==> src/rtl/ws2812b_tx.sv <==
// ws2812b_tx: WS2812B single-wire serializer driven by an external slot tick.
// Pixels arrive on a valid/ready handshake and are sent MSB first; each bit
// spans SLOTS_PER_BIT ticks with a T0H/T1H high pulse. After the last pixel
// the line is held low for RESET_SLOTS ticks and frame_done pulses.
// Optional feature macro: WS2812B_TX_UNDERRUN_EN (adds the underrun pulse and
// latches the chain on an underrun instead of dropping straight to idle).
module ws2812b_tx #(
  parameter int unsigned BITS_PER_PIXEL = 24,
  parameter int unsigned SLOTS_PER_BIT  = 3,
  parameter int unsigned T0H_SLOTS      = 1,
  parameter int unsigned T1H_SLOTS      = 2,
  parameter int unsigned RESET_SLOTS    = 128
) (
  input  logic                      clk,
  input  logic                      reset,
  input  logic                      tick,
  input  logic [BITS_PER_PIXEL-1:0] pixel_data,
  input  logic                      pixel_last,
  input  logic                      pixel_valid,
  output logic                      pixel_ready,
  output logic                      dout,
  output logic                      busy,
  output logic                      frame_done
`ifdef WS2812B_TX_UNDERRUN_EN
  ,
  output logic                      underrun
`endif
);

  localparam int unsigned BIT_W  = (BITS_PER_PIXEL > 1) ? $clog2(BITS_PER_PIXEL) : 1;
  localparam int unsigned SLOT_W = (SLOTS_PER_BIT > 1) ? $clog2(SLOTS_PER_BIT) : 1;
  localparam int unsigned LCNT_W = (RESET_SLOTS > 1) ? $clog2(RESET_SLOTS) : 1;

  localparam logic [BIT_W-1:0]  BIT_LAST  = BIT_W'(BITS_PER_PIXEL - 1);
  localparam logic [SLOT_W-1:0] SLOT_LAST = SLOT_W'(SLOTS_PER_BIT - 1);
  localparam logic [SLOT_W-1:0] T0H_L     = SLOT_W'(T0H_SLOTS);
  localparam logic [SLOT_W-1:0] T1H_L     = SLOT_W'(T1H_SLOTS);
  localparam logic [LCNT_W-1:0] LCNT_LAST = LCNT_W'(RESET_SLOTS - 1);

  typedef enum logic [1:0] {
    ST_IDLE  = 2'd0,
    ST_SHIFT = 2'd1,
    ST_LATCH = 2'd2
  } state_t;

  state_t                    state_q, state_d;
  logic [BIT_W-1:0]          bit_q, bit_d;
  logic [SLOT_W-1:0]         slot_q, slot_d;
  logic [LCNT_W-1:0]         lcnt_q, lcnt_d;
  logic [BITS_PER_PIXEL-1:0] shreg_q, shreg_d;
  logic                      last_q, last_d;
  logic                      dout_d;
  logic                      busy_d;
  logic                      frame_done_d;
`ifdef WS2812B_TX_UNDERRUN_EN
  logic                      underrun_d;
`endif

  logic                      end_of_pixel_c;
  logic                      accept_c;
  logic [SLOT_W-1:0]         high_slots_c;

  // Final tick of the final bit: the only point a follow-up pixel can be taken mid-frame
  assign end_of_pixel_c = (state_q == ST_SHIFT) && tick &&
                          (bit_q == BIT_LAST) && (slot_q == SLOT_LAST);

  // Ready is combinational from state and tick, and held off while in reset
  assign pixel_ready = !reset && ((state_q == ST_IDLE) || end_of_pixel_c);
  assign accept_c    = pixel_valid && pixel_ready;

  // High-pulse width for the bit currently at the MSB of the shift register
  assign high_slots_c = shreg_q[BITS_PER_PIXEL-1] ? T1H_L : T0H_L;

  // Next-state and next-output logic
  always_comb begin
    state_d      = state_q;
    bit_d        = bit_q;
    slot_d       = slot_q;
    lcnt_d       = lcnt_q;
    shreg_d      = shreg_q;
    last_d       = last_q;
    dout_d       = dout;
    frame_done_d = 1'b0;
`ifdef WS2812B_TX_UNDERRUN_EN
    underrun_d   = 1'b0;
`endif

    case (state_q)
      ST_IDLE: begin
        dout_d = 1'b0;
        if (accept_c) begin
          state_d = ST_SHIFT;
          bit_d   = '0;
          slot_d  = '0;
          lcnt_d  = '0;
          shreg_d = pixel_data;
          last_d  = pixel_last;
        end
      end

      ST_SHIFT: begin
        if (tick) begin
          dout_d = (slot_q < high_slots_c);
          if (slot_q == SLOT_LAST) begin
            slot_d  = '0;
            shreg_d = shreg_q << 1;
            if (bit_q == BIT_LAST) begin
              bit_d = '0;
              if (accept_c) begin
                shreg_d = pixel_data;
                last_d  = pixel_last;
              end else if (last_q) begin
                state_d = ST_LATCH;
                lcnt_d  = '0;
              end else begin
`ifdef WS2812B_TX_UNDERRUN_EN
                underrun_d = 1'b1;
                state_d    = ST_LATCH;
                lcnt_d     = '0;
`else
                state_d = ST_IDLE;
`endif
              end
            end else begin
              bit_d = bit_q + BIT_W'(1);
            end
          end else begin
            slot_d = slot_q + SLOT_W'(1);
          end
        end
      end

      ST_LATCH: begin
        dout_d = 1'b0;
        if (tick) begin
          if (lcnt_q == LCNT_LAST) begin
            lcnt_d       = '0;
            frame_done_d = 1'b1;
            state_d      = ST_IDLE;
          end else begin
            lcnt_d = lcnt_q + LCNT_W'(1);
          end
        end
      end

      default: begin
        state_d = ST_IDLE;
        dout_d  = 1'b0;
      end
    endcase

    busy_d = (state_d != ST_IDLE);
  end

  // State and output registers, synchronous reset
  always_ff @(posedge clk) begin
    if (reset) begin
      state_q    <= ST_IDLE;
      bit_q      <= '0;
      slot_q     <= '0;
      lcnt_q     <= '0;
      shreg_q    <= '0;
      last_q     <= 1'b0;
      dout       <= 1'b0;
      busy       <= 1'b0;
      frame_done <= 1'b0;
`ifdef WS2812B_TX_UNDERRUN_EN
      underrun   <= 1'b0;
`endif
    end else begin
      state_q    <= state_d;
      bit_q      <= bit_d;
      slot_q     <= slot_d;
      lcnt_q     <= lcnt_d;
      shreg_q    <= shreg_d;
      last_q     <= last_d;
      dout       <= dout_d;
      busy       <= busy_d;
      frame_done <= frame_done_d;
`ifdef WS2812B_TX_UNDERRUN_EN
      underrun   <= underrun_d;
`endif
    end
  end

endmodule

==> config.mk <==
export PLATFORM = sky130hd
export DESIGN_NAME = ws2812b_tx
export DESIGN_NICKNAME = d
export VERILOG_FILES = /design/src/rtl/ws2812b_tx.sv
export SDC_FILE = /design/constraint.sdc
export NUM_CORES = 1
export LEC_CHECK = 0
export ABC_CLOCK_PERIOD_IN_PS = 4990
export CORE_ASPECT_RATIO = 0.75
export CORE_MARGIN = 3
export CORE_UTILIZATION = 58
export CTS_BUF_LIST = sky130_fd_sc_hd__clkbuf_16
export DETAILED_ROUTE_END_ITERATION = 8
export GPL_TIMING_DRIVEN = 0
export PLACE_DENSITY = 0.84
export SYNTH_ARGS = -nofsm -noshare
export SYNTH_HDL_FRONTEND = slang
export SYNTH_SLANG_ARGS = --single-unit
==> constraint.sdc <==
create_clock -name clk -period 4.99 [get_ports clk]
set_input_delay 0.499 -clock clk [delete_from_list [all_inputs] [get_ports clk]]
set_output_delay 0.499 -clock clk [all_outputs]
set_load 0.05 [all_outputs]
-- Yosys cells after proc, flatten, opt, wreduce, memory -nomap -nowiden
Cells that the tools add are included.
- flip-flop bits (word level): 44
- input bits: 29
- $add $sub $neg: 3
- reductions and logical operators: 17
- $lt $le $gt $ge: 1
- equality and inequality tests: 12
- muxes and demuxes: 40
- bitwise operators: 3
- operators by type and width (cell ; number):
    $mux 24 ; 5
    $mux 7 ; 8
    $pmux 24 s2 ; 1
    $mux 2 ; 12
    $pmux 7 s3 ; 1
    $mux 5 ; 4
    $ne 2x2->1 const B ; 5
    $pmux 5 s2 ; 1
    $reduce_and 4->1 ; 2
    $reduce_and 8->1 ; 1
    $add 7x1->7 const B ; 1
    $eq 7x7->1 const B ; 1
    $pmux 2 s3 ; 1
    $add 5x1->5 const B ; 1
    $eq 5x5->1 const B ; 1
    $logic_and 1x1->1 ; 5
    $mux 1 ; 5
    $eq 2x2->1 const B ; 2
    $ne 2x1->1 const B ; 2
    $pmux 2 s2 ; 1
    $reduce_bool 2->1 ; 2
    $not 1->1 ; 3
    $reduce_and 3->1 ; 1
    $reduce_bool 3->1 ; 1
    9 further kinds ; 9

-- Depth between registers and ports, before layout
Gate-level depths: netlist of the first run.
- word-level depth: 13
- depth in mapped cells: 7
- mapped depth without buffers: 5

-- Worst setup path before layout of the first run
No wires, ideal clock.
- kind: flip-flop to output port
- start point: register bit_q[0]
- end point: output port pixel_ready
- path buffers: 1
- stages on the path, launching flop included: 6
- required time: 4.491 ns
- setup slack: 2.415 ns
- arrival: 2.076 ns
- cell sequence: dfxtp_1 ha_1 and4b_1 buf_6 a31oi_2 nor3_1
- cells in the longest elaborated chain, start to end: 5
- ends and longest elaborated chain (what ; line ; RTL):
    from (decl) ; 47 ; logic [BIT_W-1:0] bit_q, bit_d;
    from (signal assigned) ; 172 ; bit_q <= bit_d;
    $eq 5x5->1 ; 65 ; (bit_q == BIT_LAST) && (slot_q == SLOT_LAST);
    $logic_and 1x1->1 ; 64 ; assign end_of_pixel_c = (state_q == ST_SHIFT) && tick &&
    $logic_and 1x1->1 ; 65 ;
    $logic_or 1x1->1 ; 68 ; assign pixel_ready = !reset && ((state_q == ST_IDLE) || end_of_pixel_c);
    $logic_and 1x1->1 ; 68 ;
    to (decl) ; 20 ; output logic pixel_ready,
No other way between the ends.

-- Worst setup path after layout of the first run
- start point: input port reset
- end point: output port pixel_ready
- cells in the longest elaborated chain, start to end: 2
- ends and longest elaborated chain (what ; line ; RTL):
    from (decl) ; 15 ; input logic reset,
    $logic_not 1->1 ; 68 ;
    $logic_and 1x1->1 ; 68 ;
No other way between the ends.

==> results of run 1 <==
state kept, by name, indices dropped and copies added, names as in the netlist:
register    count
busy            1
lcnt_q          7
last_q          1
bit_q           5
slot_q          2
frame_done      1
dout            1
shreg_q        24
state_q         2
through the flow:
step	power, mW	setup WS [ns]
3_3_place_gp	0.491	2.02
4_1_cts	0.857	2.04
6_report	0.850	2.04
2_1_floorplan	0.449	2.41
3_5_place_dp	0.492	2.04
5_1_grt	0.881	1.91
routing by layer:
metal	vias to the layer above	part of all wire (%)	routed length (um)	global-route usage (%)
li1	1099	-	-	-
met1	1049	46	2580	33.2
met2	75	46	2560	38.8
met3	11	5.9	331	5.87
met4	0	2.2	124	13.2
met5	-	0	0	0
power by group through the flow:
| stage | clock network, mW | logic, mW | registers [mW] |
|---|---|---|---|
| detailed placement | 0 | 0.110 | 0.382 |
| floorplan | 0 | 0.0656 | 0.383 |
| global placement | 0 | 0.108 | 0.382 |
| CTS | 0.371 | 0.112 | 0.375 |
| finish | 0.362 | 0.112 | 0.375 |
| global route | 0.382 | 0.123 | 0.377 |
layout by cell type, fill, tap and decap left out, types with 4 or more instances in the layout:
cell and instances:
sky130_fd_sc_hd__clkdlybuf4s50_1 32, sky130_fd_sc_hd__nand4_1 5, sky130_fd_sc_hd__nor2b_1 4, sky130_fd_sc_hd__a21oi_1 12, sky130_fd_sc_hd__clkbuf_16 5, sky130_fd_sc_hd__o21ai_1 8, sky130_fd_sc_hd__and3_1 5, sky130_fd_sc_hd__nor4_1 4
sky130_fd_sc_hd__nor3_1 4, sky130_fd_sc_hd__buf_6 5, sky130_fd_sc_hd__clkbuf_1 5, sky130_fd_sc_hd__nand3_1 5, sky130_fd_sc_hd__nor2_1 12, sky130_fd_sc_hd__inv_1 8, sky130_fd_sc_hd__a31oi_1 23, sky130_fd_sc_hd__nand2_1 51
sky130_fd_sc_hd__buf_2 4, sky130_fd_sc_hd__dfxtp_1 44, sky130_fd_sc_hd__o21ai_0 22, sky130_fd_sc_hd__nand2b_1 4, sky130_fd_sc_hd__buf_4 5
how the worst min path moves through the flow:
stage / slack [ns] / startpoint / to
2_1_floorplan: 0.43 / shreg_q[0] / shreg_q[0]
3_3_place_gp: 0.44 / shreg_q[0] / shreg_q[0]
3_5_place_dp: 0.46 / shreg_q[0] / shreg_q[0]
4_1_cts: 0.46 / shreg_q[0] / shreg_q[0]
5_1_grt: 0.49 / shreg_q[0] / shreg_q[0]
6_report: 0.46 / shreg_q[0] / shreg_q[0]
final cells by class:
| cell class | count | area, sq um | area share (%) |
|---|---|---|---|
| plain buffers | 20 | 136 | 4.82 |
| clock buffers | 5 | 125 | 4.42 |
| clock inverters | 3 | 38.8 | 1.37 |
| inverters | 8 | 30.0 | 1.06 |
| multi-input cells | 205 | 1230 | 43.6 |
| flip-flops and latches | 44 | 881 | 31.1 |
| well taps | 52 | 65.1 | 2.30 |
| repair buffers | 32 | 320 | 11.3 |
worst max-delay path: cells and delay by family:
| kind | cells | cell delay (ns) |
|---|---|---|
| buffers and inverters | 3 | 1.71 |
| AND/OR/NAND/NOR | 1 | 0.24 |
cell families after synthesis:
kind of cell	share of synthesized area, %
adder cells (fa/ha/maj)	1.65
AO/OA/AOI/OAI	25.8
flip-flops	38.6
AND/OR/NAND/NOR	26.6
buffers and inverters	7.30
==> summary.txt, run 1 <==
====================================================================================
Peak supply drop                                                            0.255 mV
Flip-flop and latch count after synthesis                                         44
Die area                                                                  4730 sq um
Post-synth EDFFs                                                                   0
Total via count in the routed design                                            2234
Synthesized cell area                                                     2280 sq um
Critical Path Start                                                            reset
Antenna violation net count after detailed routing                                 0
Cell with the most instances after synthesis                            sky130_fd_sc_hd__nand2_1
Max-slew headroom                                                              62.0%
Portion of total power attributed to combinational logic                       13.2%
Most prevalent standard cell on the critical path                       sky130_fd_sc_hd__clkdlybuf4s50_1
Final setup violation count                                                        0
Synth top area share                                                           38.6%
Worst min path class                                                      reg -> reg
Post-layout utilization of the core                                            76.3%
Largest net degree at the start of global routing                                 14
Net count of the mapped netlist                                                  309
Cells on Worst Hold Path                                                           2
Iteration-0 DRC Markers                                                          256
Final worst hold slack                                                      0.459 ns
Die height                                                                   60.3 um
Startpoint of the lowest-slack register-to-register path                    bit_q[0]
Share of total power in sequential cells                                       44.2%
TritonCTS clock tree                                                           built
Synthesized instance count                                                       277
Run status                                                              finished, final reports clean
CTS clk-pin slew, worst paths                                                0.06 ns
Average size of a mapped cell                                             8.23 sq um
Max Clock Skew                                                            0.00293 ns
Number of standard-cell rows in the floorplan                                     19
Number of clock buffers inserted by TritonCTS                                      5
Most area-consuming cells after synthesis                               sky130_fd_sc_hd__dfxtp_1, sky130_fd_sc_hd__nand2_1, sky130_fd_sc_hd__a31oi_1, sky130_fd_sc_hd__o21ai_0, sky130_fd_sc_hd__a21oi_1
Final-report max-slew violation count                                              0
Library cell occupying the most area in the post-synthesis netlist      sky130_fd_sc_hd__dfxtp_1
Number of levels the H-tree was split into                                         2
Pre-antenna DRT Iters                                                              6
Master of the slowest instance on the critical path                     sky130_fd_sc_hd__clkdlybuf4s50_1
Period minus WS final                                                        2.95 ns
Gr usage total                                                                 25.2%
Depth of the most critical reg-to-reg path                                         7
Required time of the critical path                                           4.49 ns
Type of destination of the critical path                                primary output
Share of the yosys chip area belonging to registers                            38.6%
Measured slew at the worst slew-check pin                                   0.570 ns
Antenna Diode Count                                                                0
Critical path arrival                                                        2.46 ns
Register-to-register setup slack                                             3.13 ns
Syn-to-layout area delta                                                       24.1%
Final cycle utilization of the critical path                                   59.2%
Number of antenna violations at the first check in global routing                  0
Total cell area at the placement stage                                    2670 sq um
WS Path Type                                                               in -> out
Via/cell ratio                                                                  6.05
Final hold viol count                                                              0
Initial Util                                                                   61.5%
Internal Pwr Total                                                            651 uW
Leak                                                                         1.05 nW
Fin cells                                                                        369
Distinct cell type count of the synthesized netlist                               59
Die extent in x                                                              78.4 um
# clock sinks                                                                     44
Net switching power                                                           199 uW
Layout Nets                                                                      348
Finished layout cell area                                                 2830 sq um
Filler instances                                                                 274
Buffer levels on the longest clock path                                            2
Synth cell count leaders                                                sky130_fd_sc_hd__nand2_1, sky130_fd_sc_hd__dfxtp_1, sky130_fd_sc_hd__a31oi_1, sky130_fd_sc_hd__o21ai_0
Switching fraction of total power                                              23.4%
Grt ovf                                                                            0
Number of gates given a new drive strength after cts                               0
Fraction of power consumed by the clock network                                42.6%
Quantity of I/O buffers inserted on ports                                         32
Post-route DRC violation count                                                     0
Worst setup path end                                                     pixel_ready
CP max FO                                                                         10
Worst R2R End                                                            shreg_q[22]
Average detailed-routed wire length per instance                             15.2 um
Core Area                                                                 3710 sq um
Worst-Skew Late Latency                                                      0.29 ns
Setup Buffers After CTS                                                            0
First-pass GRT wire length                                                   9210 um
Aggregate routed wire length                                                 5600 um
PD cells                                                                 300 nW/um^2
Setup Total Neg Slack                                                           0 ns
Reported max-cap violation count                                                   0
Cell count after placement                                                       361
Unrepaired setup endpoints after global routing                                   no
Async set or reset register ratio after synthesis                                 0%
Predominant post-synthesis flop cell                                    sky130_fd_sc_hd__dfxtp_1
Worst-path cell chain                                                   clkdlybuf4s50_1, clkbuf_1, nor3_1, clkdlybuf4s50_1
Number of buffers inserted by hold repair at cts                                   0
Final HPWL from detailed placement                                           3780 um
Crit path largest cell delay                                                 0.82 ns
Upper clock frequency limit                                                0.338 GHz
Startpoint type of the worst setup path                                 primary input
Number of ports placed on the die boundary                                        33
Synthesis warning total                                                            0
Layout cells sized above 1                                                     10.7%
Via count of the first global-routing pass                                      2018
Weighted congestion at the end of routability-driven global placement          0.911
Clock root buffer                                                       sky130_fd_sc_hd__clkbuf_16
====================================================================================
(Power assumes the default switching activity.)
==> inputs of run 2 (changes only) <==
==> config.mk (replaced) <==
export PLATFORM = sky130hd
export DESIGN_NAME = ws2812b_tx
export DESIGN_NICKNAME = d
export VERILOG_FILES = /design/src/rtl/ws2812b_tx.sv
export SDC_FILE = /design/constraint.sdc
export NUM_CORES = 1
export LEC_CHECK = 0
export ABC_CLOCK_PERIOD_IN_PS = 2900
export CORE_ASPECT_RATIO = 0.75
export CORE_MARGIN = 3
export CORE_UTILIZATION = 54
export CTS_BUF_LIST = sky130_fd_sc_hd__clkbuf_16
export DETAILED_ROUTE_END_ITERATION = 8
export GPL_TIMING_DRIVEN = 0
export PLACE_DENSITY = 0.79
export SYNTH_ARGS = -nofsm -noshare
export SYNTH_HDL_FRONTEND = slang
export SYNTH_SLANG_ARGS = --single-unit
==> constraint.sdc (replaced) <==
create_clock -name clk -period 2.9 [get_ports clk]
set_input_delay 0.29 -clock clk [delete_from_list [all_inputs] [get_ports clk]]
set_output_delay 0.29 -clock clk [all_outputs]
set_load 0.05 [all_outputs]
==> run 2 against run 1 <==
Effect of this change: clock skew is 0.0018 ns higher; power increased by 73%; sequential share of layout area is the same; critical path type is now reg -> out.
==> summary.txt, run 2 (synthesis gave the netlist of run 1 again) <==
====================================================================================
PD cells                                                                 519 nW/um^2   was 300 nW/um^2
WS Path Type                                                              reg -> out   was in -> out
Depth of the most critical reg-to-reg path                                         6   was 7
Largest net degree at the start of global routing                                 14   unchanged
# clock sinks                                                                     44   unchanged
Startpoint type of the worst setup path                                         flop   was primary input
Layout Nets                                                                      348   unchanged
Critical path arrival                                                        2.41 ns   was 2.46 ns
Final-report max-slew violation count                                              0   unchanged
WL met3                                                                       320 um   was 331 um
Number of gates given a new drive strength after cts                               0   unchanged
Critical Path Start                                                         bit_q[0]   was reset
Final cycle utilization of the critical path                                   93.1%
Leak                                                                         1.05 nW   unchanged
Setup Total Neg Slack                                                           0 ns   unchanged
Required time of the critical path                                           2.61 ns   was 4.49 ns
Routed met2 length                                                           2360 um   was 2560 um
Share of total power in sequential cells                                       43.9%   was 44.2%
Antenna violation net count after detailed routing                                 0   unchanged
Worst-path cell chain                                                   ha_1, and4b_1, buf_6, a31oi_2, nor3_1, clkdlybuf4s50_1   was clkdlybuf4s50_1, clkbuf_1, nor3_1, clkdlybuf4s50_1
Max Clock Skew                                                            0.00471 ns   was 0.00293 ns
Type of destination of the critical path                                primary output   unchanged
Buffer levels on the longest clock path                                            2   unchanged
Endpoint of the worst hold-timing path                                    shreg_q[0]   unchanged
Via count of the first global-routing pass                                      1901   was 2018
Portion of total power attributed to combinational logic                       13.1%   was 13.2%
Biggest regs                                                            shreg_q: 24 flops, lcnt_q: 7 flops, bit_q: 5 flops   unchanged
Number of antenna violations at the first check in global routing                  0   unchanged
Layout cells sized above 1                                                     10.7%   unchanged
Run status                                                              finished, final reports clean   unchanged
CP max FO                                                                         10   unchanged
Final HPWL from detailed placement                                           3870 um   was 3780 um
Post-route DRC violation count                                                     0   unchanged
Switching fraction of total power                                              23.7%   was 23.4%
Measured slew at the worst slew-check pin                                   0.570 ns   about the same
Worst min path class                                                      reg -> reg   unchanged
Internal Pwr Total                                                           1.12 mW   was 651 uW
Peak supply drop                                                            0.520 mV   was 0.255 mV
Biggest register                                                             shreg_q   unchanged
Antenna Diode Count                                                                0   unchanged
Core Area                                                                 3850 sq um   was 3710 sq um
First-pass GRT wire length                                                   9390 um   was 9210 um
Setup Buffers After CTS                                                            0   unchanged
Post-layout utilization of the core                                            73.5%   was 76.3%
Most common cell after layout, fill and taps aside                      sky130_fd_sc_hd__nand2_1   unchanged
Crit path largest cell delay                                                 0.83 ns   was 0.82 ns
Clock root buffer                                                       sky130_fd_sc_hd__clkbuf_16   unchanged
Gr usage total                                                                 23.6%   was 25.2%
Worst R2R End                                                              lcnt_q[3]   was shreg_q[22]
Unrepaired setup endpoints after global routing                                   no   unchanged
Upper clock frequency limit                                                0.370 GHz
Max layer used                                                                  met4   unchanged
Final setup violation count                                                        0   unchanged
Number of levels the H-tree was split into                                         2   unchanged
Startpoint of the lowest-slack register-to-register path                    bit_q[0]   unchanged
Cells on Worst Hold Path                                                           2   unchanged
Aggregate routed wire length                                                 5550 um   was 5600 um
Filler instances                                                                 313   was 274
Syn-to-layout area delta                                                       24.1%   unchanged
Die height                                                                   62.3 um   was 60.3 um
Weighted congestion at the end of routability-driven global placement          0.882   was 0.911
Total via count in the routed design                                            2187   was 2234
Number of buffers inserted by hold repair at cts                                   0   unchanged
Average detailed-routed wire length per instance                             15.0 um   was 15.2 um
Startpoint of the worst hold path                                         shreg_q[0]   unchanged
Initial Util                                                                   59.2%   was 61.5%
Reported max-cap violation count                                                   0   unchanged
Period minus WS final                                                        2.70 ns
Iteration-0 DRC Markers                                                          137   was 256
TritonCTS clock tree                                                           built   unchanged
Grt ovf                                                                            0   unchanged
Flip-flop count of the largest register, all copies and words added               24   unchanged
Number of standard-cell rows in the floorplan                                     19   unchanged
Net switching power                                                           348 uW   was 199 uW
Final hold viol count                                                              0   unchanged
CTS clk-pin slew, worst paths                                                0.06 ns   about the same
Number of clock buffers inserted by TritonCTS                                      5   unchanged
Master of the slowest instance on the critical path                     sky130_fd_sc_hd__clkdlybuf4s50_1   unchanged
Worst-Skew Late Latency                                                      0.28 ns   was 0.29 ns
Quantity of I/O buffers inserted on ports                                         32   unchanged
Most frequent cells in the layout                                       sky130_fd_sc_hd__nand2_1, sky130_fd_sc_hd__dfxtp_1, sky130_fd_sc_hd__clkdlybuf4s50_1   unchanged
Number of ports placed on the die boundary                                        33   unchanged
Die extent in x                                                              81.0 um   was 78.4 um
Pre-antenna DRT Iters                                                              4   was 6
Max-slew headroom                                                              62.0%   about the same
Die area                                                                  5050 sq um   was 4730 sq um
Via/cell ratio                                                                  5.93   was 6.05
M1 wire length                                                               2790 um   was 2580 um
Register-to-register setup slack                                             1.03 ns   was 3.13 ns
Fraction of power consumed by the clock network                                43.0%   was 42.6%
====================================================================================
==> run 2: power groups by stage <==
stage	logic [mW]	registers, mW	clock network (mW)
2_1_floorplan	0.113	0.660	0
3_3_place_gp	0.187	0.658	0
3_5_place_dp	0.190	0.658	0
4_1_cts	0.192	0.645	0.641
5_1_grt	0.211	0.648	0.672
6_report	0.192	0.645	0.632
==> run 2: worst max-delay path by stage <==
stage / slack, ns / cells after the start / to
2_1_floorplan: 0.53 / 5 / pixel_ready
3_3_place_gp: 0.36 / 4 / pixel_ready
3_5_place_dp: 0.36 / 4 / pixel_ready
4_1_cts: 0.19 / 6 / pixel_ready
5_1_grt: 0.05 / 6 / pixel_ready
6_report: 0.20 / 6 / pixel_ready
==> run 2: area by class of cell <==
class | count | area (sq um) | share of cell area (%)
clock inverter | 3 | 38.8 | 1.37
tap | 52 | 65.1 | 2.30
sequential | 44 | 881 | 31.1
buffer | 20 | 136 | 4.82
timing repair buffer | 32 | 320 | 11.3
clock buffer | 5 | 125 | 4.42
inverter | 8 | 30.0 | 1.06
multi-input combinational | 205 | 1230 | 43.6
==> run 2: critical path: cells and delay by family (launching register included) <==
family	cells	cell delay (ns)
buf+inv	2	0.98
simple gates	2	0.39
fa+ha+maj	1	0.27
compound gates	1	0.12
flops	1	0.38
==> run 2: through the flow <==
| step | worst slack (ns) | power, mW | hold WS, ns | instances | area (sq um) |
|---|---|---|---|---|---|
| after global placement | 0.363 | 0.845 | 0.442 | 361 | 2670 |
| after CTS | 0.195 | 1.48 | 0.459 | 369 | 2830 |
| after global routing | 0.0537 | 1.53 | 0.489 | 369 | 2830 |
| final | 0.200 | 1.47 | 0.454 | 369 | 2830 |
| after detailed placement | 0.357 | 0.847 | 0.450 | 361 | 2670 |
| after floorplan | 0.534 | 0.773 | 0.432 | 277 | 2280 |
==> run 2: routing by layer <==
layer | vias to the layer above | global-route usage [%]
li1 | 1100 | -
met1 | 1008 | 36.7
met2 | 71 | 31.5
met3 | 8 | 6.65
met4 | 0 | 5.70
met5 | - | 0
